**src/rtl/floo_mcast_fork_ctrl.sv**
```systemverilog
// Multicast fork controller: locks the route mask per wormhole packet and
// retires each flit once every selected output has eagerly accepted it.
module floo_mcast_fork_ctrl #(
  parameter int unsigned NumOutput     = 5,
  parameter type         flit_t        = logic,
  parameter int unsigned StallCntWidth = 8
) (
  input  logic                     clk_i,
  input  logic                     rst_i,
  input  logic                     valid_i,
  output logic                     ready_o,
  input  flit_t                    data_i,
  input  logic                     last_i,
  input  logic [NumOutput-1:0]     sel_i,
  output logic [NumOutput-1:0]     valid_o,
  input  logic [NumOutput-1:0]     ready_i,
  output flit_t                    data_o,
  output logic                     busy_o,
  output logic                     err_o,
  output logic [StallCntWidth-1:0] stall_cnt_o
);

  typedef enum logic {
    IDLE = 1'b0,
    BODY = 1'b1
  } state_e;

  state_e                   state_q, state_d;
  logic [NumOutput-1:0]     sel_q, sel_d;
  logic [NumOutput-1:0]     sent_q, sent_d;
  logic                     err_q, err_d;
  logic [StallCntWidth-1:0] stall_q, stall_d;

  logic [NumOutput-1:0] eff_sel;
  logic [NumOutput-1:0] acc;
  logic                 done;
  logic                 hs;
  logic                 empty_head;

  always_comb begin
    eff_sel    = (state_q == IDLE) ? sel_i : sel_q;
    valid_o    = {NumOutput{valid_i}} & eff_sel & ~sent_q;
    acc        = valid_o & ready_i;
    // An empty mask leaves every bit of ~eff_sel set, so the flit drops through.
    done       = &(sent_q | acc | ~eff_sel);
    ready_o    = valid_i & done;
    hs         = ready_o;
    empty_head = (state_q == IDLE) && (sel_i == '0);
  end

  always_comb begin
    state_d = state_q;
    sel_d   = sel_q;
    sent_d  = sent_q | acc;
    err_d   = valid_i & empty_head;
    stall_d = stall_q;

    if (hs) begin
      sent_d  = '0;
      stall_d = '0;
      unique case (state_q)
        IDLE: begin
          if (!empty_head && !last_i) begin
            state_d = BODY;
            sel_d   = sel_i;
          end
        end
        BODY: begin
          if (last_i) state_d = IDLE;
        end
        default: state_d = IDLE;
      endcase
    end else if (valid_i && (stall_q != '1)) begin
      stall_d = stall_q + 1'b1;
    end
  end

  always_ff @(posedge clk_i or posedge rst_i) begin
    if (rst_i) begin
      state_q <= IDLE;
      sel_q   <= '0;
      sent_q  <= '0;
      err_q   <= 1'b0;
      stall_q <= '0;
    end else begin
      state_q <= state_d;
      sel_q   <= sel_d;
      sent_q  <= sent_d;
      err_q   <= err_d;
      stall_q <= stall_d;
    end
  end

  assign data_o      = data_i;
  assign busy_o      = (state_q == BODY) | (|sent_q);
  assign err_o       = err_q;
  assign stall_cnt_o = stall_q;

endmodule

```
**config.mk**
```make
export PLATFORM = sky130hd
export DESIGN_NAME = floo_mcast_fork_ctrl
export DESIGN_NICKNAME = d
export VERILOG_FILES = /design/src/rtl/floo_mcast_fork_ctrl.sv
export SDC_FILE = /design/constraint.sdc
export NUM_CORES = 1
export LEC_CHECK = 0
export BUFFER_PORTS_ARGS = -buffer_cell sky130_fd_sc_hd__buf_4
export CORE_MARGIN = 5
export CORE_UTILIZATION = 45
export DETAILED_ROUTE_END_ITERATION = 6
export PLACE_DENSITY_LB_ADDON = 0.15
export SKIP_CTS_REPAIR_TIMING = 1
export SYNTH_ARGS = -nofsm -noshare
export SYNTH_HDL_FRONTEND = slang
export SYNTH_SLANG_ARGS = --single-unit
```
**constraint.sdc**
```tcl
create_clock -name clk_i -period 1.6 [get_ports clk_i]
set_input_delay 0.32 -clock clk_i [delete_from_list [all_inputs] [get_ports clk_i]]
set_output_delay 0.32 -clock clk_i [all_outputs]
set_load 0.1 [all_outputs]
```
==> results of run 1 <==
placed cells by master, fill, tap and decap left out, types with 3 or more instances in the layout:
cell type / n
nor3_4: 4
buf_4: 44
clkbuf_4: 3
nor2_4: 5
mux2i_4: 4
buf_6: 5
dfrtp_1: 12
a211oi_2: 3
a21oi_1: 7
mux2_2: 4
buf_12: 8
a21o_1: 3
dfrtp_4: 6
nand2_1: 4
mux2_4: 3
nor2_1: 11
xnor2_1: 3
cells by family after synthesis:
| group | count (synthesis) | synth area share, % |
|---|---|---|
| compound gates | 21 | 14.5 |
| xor+xnor | 4 | 3.23 |
| fa+ha+maj | 1 | 1.15 |
| buf+inv | 9 | 5.30 |
| flops | 20 | 46.1 |
| mux | 12 | 12.2 |
| simple gates | 40 | 17.5 |
worst min-delay path, stage by stage:
cell and delay (ps):
buf_4 110, inv_1 40, buf_4 270
Yosys cell counts, drive strengths merged (3+ instances only):
library cell,n,area share [%]
nor3,7,3.2
buf,5,3.9
dfrtp,20,46
mux2i,5,4.6
a21oi,7,3.2
a211oi,5,3.5
xnor2,3,2.4
nand2,6,2.1
nor2,17,5.9
mux2,7,7.6
a21o,3,2.1
inv,3,1.0
cell type report:
cell class | count | area [µm²] | area share, %
multi-input combinational | 78 | 763 | 39.4
timing repair buffer | 58 | 562 | 29.0
sequential | 20 | 526 | 27.1
clock buffer | 4 | 36.3 | 1.87
tap | 28 | 35.0 | 1.81
inverter | 3 | 15.0 | 0.775
per-layer routing:
layer  vias to the layer above  wire, µm  global-route usage (%)
met2                        27      1790                    29.8
li1                        496         -                       -
met1                       539      1430                    23.3
met4                         0        26                    4.85
met3                         4       155                    2.18
met5                         -         0                       0
worst max path at each step:
stage	from	cells after the start	slack, ps	to
global route	state_q$_DFFE_PP0P_	5	-550	ready_o
detailed placement	state_q$_DFFE_PP0P_	5	-280	ready_o
global placement	state_q$_DFFE_PP0P_	5	-230	ready_o
floorplan	valid_i	3	-200	valid_o[0]
finish	state_q$_DFFE_PP0P_	5	-490	ready_o
CTS	state_q$_DFFE_PP0P_	5	-650	ready_o
report_power, final:
part	total [mW]	switching, mW	internal [mW]	leakage [nW]
combinational	2.79	1.58	1.22	0.565
sequential	0.900	0.193	0.707	0.244
clock	0.309	0.170	0.139	0.0210
total	4.00	1.94	2.06	0.830
registers in the layout (all words and copies together), names as in the netlist:
register / cells
err_o: 1
sel_q: 5
sent_q: 5
stall_cnt_o: 8
state_q: 1
==> metrics, run 1 <==
status complete, but fails checks; violated checks negative setup slack; Core Box Area 2250 µm²; RSZ-0062 raised after global routing yes; final std cells w/o fill 191; maximum fanout along the worst path 8; vias in the first global route 1021; register area share after synthesis 46.1%; largest net degree at the start of global routing 21; critical path type reg -> out; top_reg_cell synth dfrtp_1; final-stage net count 180; critical path's slowest cell dfrtp_1; antenna cells 0; reg-to-reg slack, setup -310 ps; FF-to-FF path depth 7; Yosys cell types 31; P&R area growth vs syn 78.3%; Cells after Synth 107; share of post-route cells with drive strength above 1 65.6%; PwrDens 2070 nW/µm²; Top cell by count, worst path buf_12; total chip power 4.00 mW; FILL cells 119; HPWL Detailed 2180 µm; dpl cell area 1620 µm²; DP Cell Count 178; clk_skew 3.25 ps; CTS H-tree depth 1; setup TNS -4500 ps; TritonCTS Buffers 3; Max-Cap Viols 0; YS warnings 0; Worst Hold Class in -> async; syn_area_per_cell 10.1 µm²; final hold slack 24.3 ps; Setup WS pre-CTS -284 ps; Syn Std Cell Area 1090 µm²; Routed WL 3390 µm; GPL Wtd Cong 0.842; Core Rows 17; crit-path cells buf_12 -> mux2_4 -> a2bb2oi_2 -> and3_4 -> buf_12; die height 59.1 µm; r2r startpoint state_q$_DFFE_PP0P_; first-pass GRT wire length 4690 µm; period utilization 130%; Port Buf Inserts 29; Final ANT Viol Nets 0; FMAX 479 MHz; WL/cell 17.8 µm; worst setup slack after layout -488 ps; initial antenna violation count 0; worst-margin pin slew 313 ps; CP peak stage delay 430 ps; Die Wd 59.1 µm; Final setup violation count 21; Yosys reg bits 20; Remaining Overflow, GRT 0; CP Capture Type primary output; share of flip-flops with an asynchronous set or reset 100%; maximum root-to-sink buffer count 2; post-route cell area 1940 µm²; CTS Sinks 20; Crit Reg-Reg Endpoint state_q$_DFFE_PP0P_; count of final hold-check violations 0; gr usage total 17.5%; initial DRC count 31; EDFF count, synth 0; Clock Pin Slew Worst Setup and Hold Paths 120 ps; syn nets 123; io pins 32; final critical-path required period 2090 ps; Finished Core Util 85.9%; die area 3500 µm²; TritonCTS clock tree done; critical path arrival 1770 ps; Initial Utilization 48.2%; Crit path buffers/inverters 2; Required @ worst endpoint 1280 ps; Clock Latency Late Sink 310 ps; Via Count 1066; Peak VDD IR 0.00168 V; Critical Path Start Type flop; Final Max Slew Viols 0; via/cell ratio 5.58; Leakage 0.830 nW; clock root buffer clkbuf_4; drt pass-1 iters 4; CP delay by family, top flip-flops; Max-slew headroom 78.9%; DRC 0
(Power assumes the default switching activity.)
==> run 2, diff against run 1 <==
--- a/config.mk
+++ b/config.mk
@@ -6,7 +6,7 @@
 export NUM_CORES = 1
 export LEC_CHECK = 0
 export BUFFER_PORTS_ARGS = -buffer_cell sky130_fd_sc_hd__buf_4
-export CORE_MARGIN = 5
+export CORE_MARGIN = 8
 export CORE_UTILIZATION = 45
 export DETAILED_ROUTE_END_ITERATION = 6
 export PLACE_DENSITY_LB_ADDON = 0.15
==> run 2 against run 1 <==
Against the previous run: final area down 5.5%; hold slack better by 13 ps; sequential share of layout area up 1.6 points; the flow still finishes with violations (negative setup slack); maximum frequency up 3.7%; via count decreased by 4.1%; count of clock-buffer cells in the layout stayed put; non-clock buffer count shrank 3.
==> metrics, run 2 (same netlist as run 1, synthesis figures left out) <==
critical path type reg -> out; Initial Utilization 45.5%; most frequent cells in the layout buf_4, nor2_1, dfrtp_1; Final setup violation count 26; io pins 32; post-route cell area 1830 µm²; status complete, but fails checks; Worst Hold Class in -> async; CP delay by family, top flip-flops; vias in the first global route 1084; FF+latch area 526 µm²; worst setup slack after layout -413 ps; P&R area growth vs syn 68.5%; count of final hold-check violations 0; Routed WL 3080 µm; max layer used met4; Port Buf Inserts 29; Final ANT Viol Nets 0; CP Capture Type primary output; WL met3 184 µm; Crit path buffers/inverters 2; clock root buffer clkbuf_4; Required @ worst endpoint 1280 ps; Core Box Area 2390 µm²; period utilization 126%; PwrDens 2020 nW/µm²; Via Count 1022; violated checks negative setup slack; Max-slew headroom 71.0%; setup TNS -4020 ps; Clock Latency Late Sink 300 ps; DP Cell Count 184; Max-Cap Viols 0; initial DRC count 21; maximum root-to-sink buffer count 2; gr usage total 13.8%; via/cell ratio 5.38; maximum fanout along the worst path 4; Peak VDD IR 0.00217 V; critical path's slowest cell dfrtp_1; clk_skew 9.30 ps; initial antenna violation count 0; CTS Sinks 20; FILL cells 166; antenna cells 0; RSZ-0062 raised after global routing yes; wl on met1 1210 µm; TritonCTS clock tree done; Leakage 0.798 nW; Crit Reg-Reg Endpoint state_q$_DFFE_PP0P_; final hold slack 37.2 ps; CP peak stage delay 400 ps; final std cells w/o fill 190; final-stage net count 177; DRC 0; share of post-route cells with drive strength above 1 62.5%; dpl cell area 1640 µm²; max reg flops 8; Critical Path Start Type flop; drt pass-1 iters 4; largest net degree at the start of global routing 21; WL/cell 16.2 µm; critical path arrival 1690 ps; GPL Wtd Cong 0.804; Core Rows 18; FF-to-FF path depth 7; reg-to-reg slack, setup -290 ps; Die Wd 65.1 µm; first-pass GRT wire length 4690 µm; FMAX 497 MHz; worst-margin pin slew 432 ps; die area 4240 µm²; die height 65.1 µm; Final Max Slew Viols 0; Remaining Overflow, GRT 0; CTS H-tree depth 1; r2r startpoint state_q$_DFFE_PP0P_; met2 wire len 1640 µm; crit-path cells buf_6 -> mux2_4 -> a2bb2oi_2 -> and3_4 -> buf_12; most common cell after layout, fill and taps aside buf_4; TritonCTS Buffers 3; Clock Pin Slew Worst Setup and Hold Paths 120 ps; area of the multi-input gates 706 µm²; Finished Core Util 76.7%; HPWL Detailed 2250 µm; final critical-path required period 2010 ps
run 2: cell types whose count changed in the layout (fill, tap and decap cells not counted), sizes merged:
cell  change
buf       -3
run 2: worst max-delay path by stage:
stage,start,endpoint,slack [ps],depth (start not counted)
final,state_q$_DFFE_PP0P_,ready_o,-410,5
after floorplan,valid_i,valid_o[0],-200,3
after CTS,state_q$_DFFE_PP0P_,ready_o,-560,5
after detailed placement,state_q$_DFFE_PP0P_,ready_o,-210,5
after global placement,state_q$_DFFE_PP0P_,ready_o,-220,5
after global routing,state_q$_DFFE_PP0P_,ready_o,-470,5
run 2: metal layers:
| metal | GRT usage [%] | vias to the layer above |
|---|---|---|
| met5 | 0 | - |
| met3 | 3.91 | 6 |
| met1 | 13.7 | 494 |
| met2 | 26.1 | 28 |
| li1 | - | 494 |
| met4 | 5.72 | 0 |
run 2: final cells by class:
class	count	area share (%)
repair buffers	55	27.9
inverters	3	0.820
clock buffers	4	1.98
multi-input cells	78	38.6
well taps	30	2.05
flip-flops and latches	20	28.7
run 2: per-stage QoR:
step | total power, mW | setup WS, ps
after global routing | 3.87 | -471
after global placement | 3.06 | -218
after floorplan | 2.54 | -197
after detailed placement | 3.10 | -206
after CTS | 3.40 | -557
final | 3.70 | -413
run 2: worst register-to-register path, cell delays in order (launching register included):
cell	delay, ps
dfrtp_1	400
buf_6	140
mux2_4	310
a2bb2oi_2	160
and3_4	220
buf_4	120
buf_8	130
mux2_4	300
run 2: report_power, final:
part	total, mW	switching [mW]	internal, mW
combinational	2.52	1.46	1.05
clock	0.292	0.154	0.138
sequential	0.886	0.179	0.707
==> run 3, diff against run 2 <==
--- a/config.mk
+++ b/config.mk
@@ -10,6 +10,7 @@
 export CORE_UTILIZATION = 45
 export DETAILED_ROUTE_END_ITERATION = 6
 export PLACE_DENSITY_LB_ADDON = 0.15
+export SETUP_SLACK_MARGIN = 0.2
 export SKIP_CTS_REPAIR_TIMING = 1
 export SYNTH_ARGS = -nofsm -noshare
 export SYNTH_HDL_FRONTEND = slang
==> run 3 against run 2 <==
Against the previous run: the run still ends with negative setup slack left; cell count increased by 3.2%; sequential power increased by 2.6%; non-clock buffer count increased by 6; count of clock-buffer cells in the layout unchanged; die area unchanged; combinational power increased by 15%; clock power decreased by 12%; setup slack got worse by 76 ps; critical path depth unchanged; critical endpoint unchanged; largest cell class unchanged; largest power group unchanged.
==> metrics, run 3 (same netlist as run 1, synthesis figures left out) <==
status complete, but fails checks; violated checks negative setup slack; critical path arrival 1770 ps; Crit Reg-Reg Endpoint state_q$_DFFE_PP0P_; Comb power frac 71.3%; die height 65.1 µm; GPL Wtd Cong 0.820; WL/cell 18.4 µm; io pins 32; dpl cell area 1660 µm²; FILL cells 140; clock root buffer clkbuf_4; CTS H-tree depth 1; Via Count 1101; most common cell after layout, fill and taps aside buf_4; Core Box Area 2390 µm²; P&R area growth vs syn 82.0%; Peak VDD IR 0.00158 V; worst setup slack after layout -490 ps; Final Max Slew Viols 0; DRC 0; FF-to-FF path depth 7; Setup WS pre-CTS -218 ps; maximum root-to-sink buffer count 2; post-route cell area 1980 µm²; first-pass GRT wire length 5010 µm; final hold slack 22.5 ps; Initial Utilization 45.5%; Final setup violation count 26; Die Wd 65.1 µm; initial antenna violation count 0; Max-Cap Viols 0; PwrDens 2050 nW/µm²; antenna cells 0; period utilization 131%; critical path type reg -> out; P_sw 1.96 mW; Critical Path Start Type flop; count of final hold-check violations 0; Net Sw Frac 48.4%; die area 4240 µm²; Clock Latency Late Sink 310 ps; CTS Sinks 20; Pint 2.09 mW; Leakage 0.836 nW; Port Buf Inserts 29; max reg flops 8; Reg power frac 22.4%; Max-slew headroom 80.6%; TritonCTS Buffers 3; via/cell ratio 5.62; RSZ-0062 raised after global routing yes; HPWL Detailed 2370 µm; Core Rows 18; most frequent cells in the layout buf_4, buf_6, dfrtp_1; reg-to-reg slack, setup -320 ps; largest net degree at the start of global routing 21; FMAX 479 MHz; Routed WL 3610 µm; gr usage total 14.8%; Worst Hold Class in -> async; TritonCTS clock tree done; r2r startpoint state_q$_DFFE_PP0P_; CP Capture Type primary output; share of post-route cells with drive strength above 1 65.7%; maximum fanout along the worst path 4; vias in the first global route 1076; drt pass-1 iters 4; worst-margin pin slew 289 ps; Final ANT Viol Nets 0; Clock Pin Slew Worst Setup and Hold Paths 120 ps; final critical-path required period 2090 ps; clock share of power 6.3%; Required @ worst endpoint 1280 ps; final-stage net count 183; Remaining Overflow, GRT 0; clk_skew 14.8 ps; setup TNS -4980 ps; initial DRC count 53
-- run 3: changes by cell type in the layout (fill, tap and decap cells not counted), sizes merged --
cell and change:
buf +6
-- run 3: final cells by class --
type | count | area, µm² | area share, %
Clock buffer | 4 | 26.3 | 1.33
Inverter | 3 | 15.0 | 0.759
Multi-Input combinational cell | 78 | 759 | 38.4
Sequential cell | 20 | 526 | 26.6
Tap cell | 30 | 37.5 | 1.90
Timing Repair Buffer | 61 | 613 | 31.0
-- run 3: per-layer routing --
layer | wire [µm] | vias up | global-route usage [%]
met5 | 0 | - | 0
met4 | 102 | 0 | 6.27
met3 | 206 | 10 | 3.06
met2 | 1940 | 39 | 27.0
met1 | 1360 | 547 | 16.3
li1 | - | 505 | -
-- run 3: per-stage QoR --
| stage | utilization (%) | power [mW] | std cells |
|---|---|---|---|
| 2_1_floorplan | - | 2.58 | 107 |
| 3_3_place_gp | 69.3 | 3.12 | 183 |
| 3_5_place_dp | 69.3 | 3.17 | 183 |
| 4_1_cts | 70.4 | 3.42 | 187 |
| 5_1_grt | 82.8 | 4.26 | 196 |
| 6_report | 82.8 | 4.06 | 196 |
-- run 3: critical path, stage by stage (launching register included) --
cell,delay (ps)
dfrtp_1,430
buf_6,150
mux2_4,310
a2bb2oi_2,170
and3_4,240
buf_12,170
-- run 3: worst max path at each step --
stage	start	endpoint	slack, ps	cells past startpoint
final	state_q$_DFFE_PP0P_	ready_o	-490	5
after global routing	state_q$_DFFE_PP0P_	ready_o	-540	5
after CTS	state_q$_DFFE_PP0P_	ready_o	-570	5
after detailed placement	state_q$_DFFE_PP0P_	ready_o	-220	5
after global placement	state_q$_DFFE_PP0P_	ready_o	-210	5
after floorplan	valid_i	valid_o[0]	-200	3
-- run 3: power by group through the flow --
| stage | registers (mW) | clock network, mW | logic [mW] |
|---|---|---|---|
| 2_1_floorplan | 1.27 | 0 | 1.31 |
| 3_3_place_gp | 0.881 | 0 | 2.24 |
| 3_5_place_dp | 0.890 | 0 | 2.28 |
| 4_1_cts | 0.878 | 0.262 | 2.28 |
| 5_1_grt | 0.936 | 0.287 | 3.03 |
| 6_report | 0.909 | 0.256 | 2.89 |
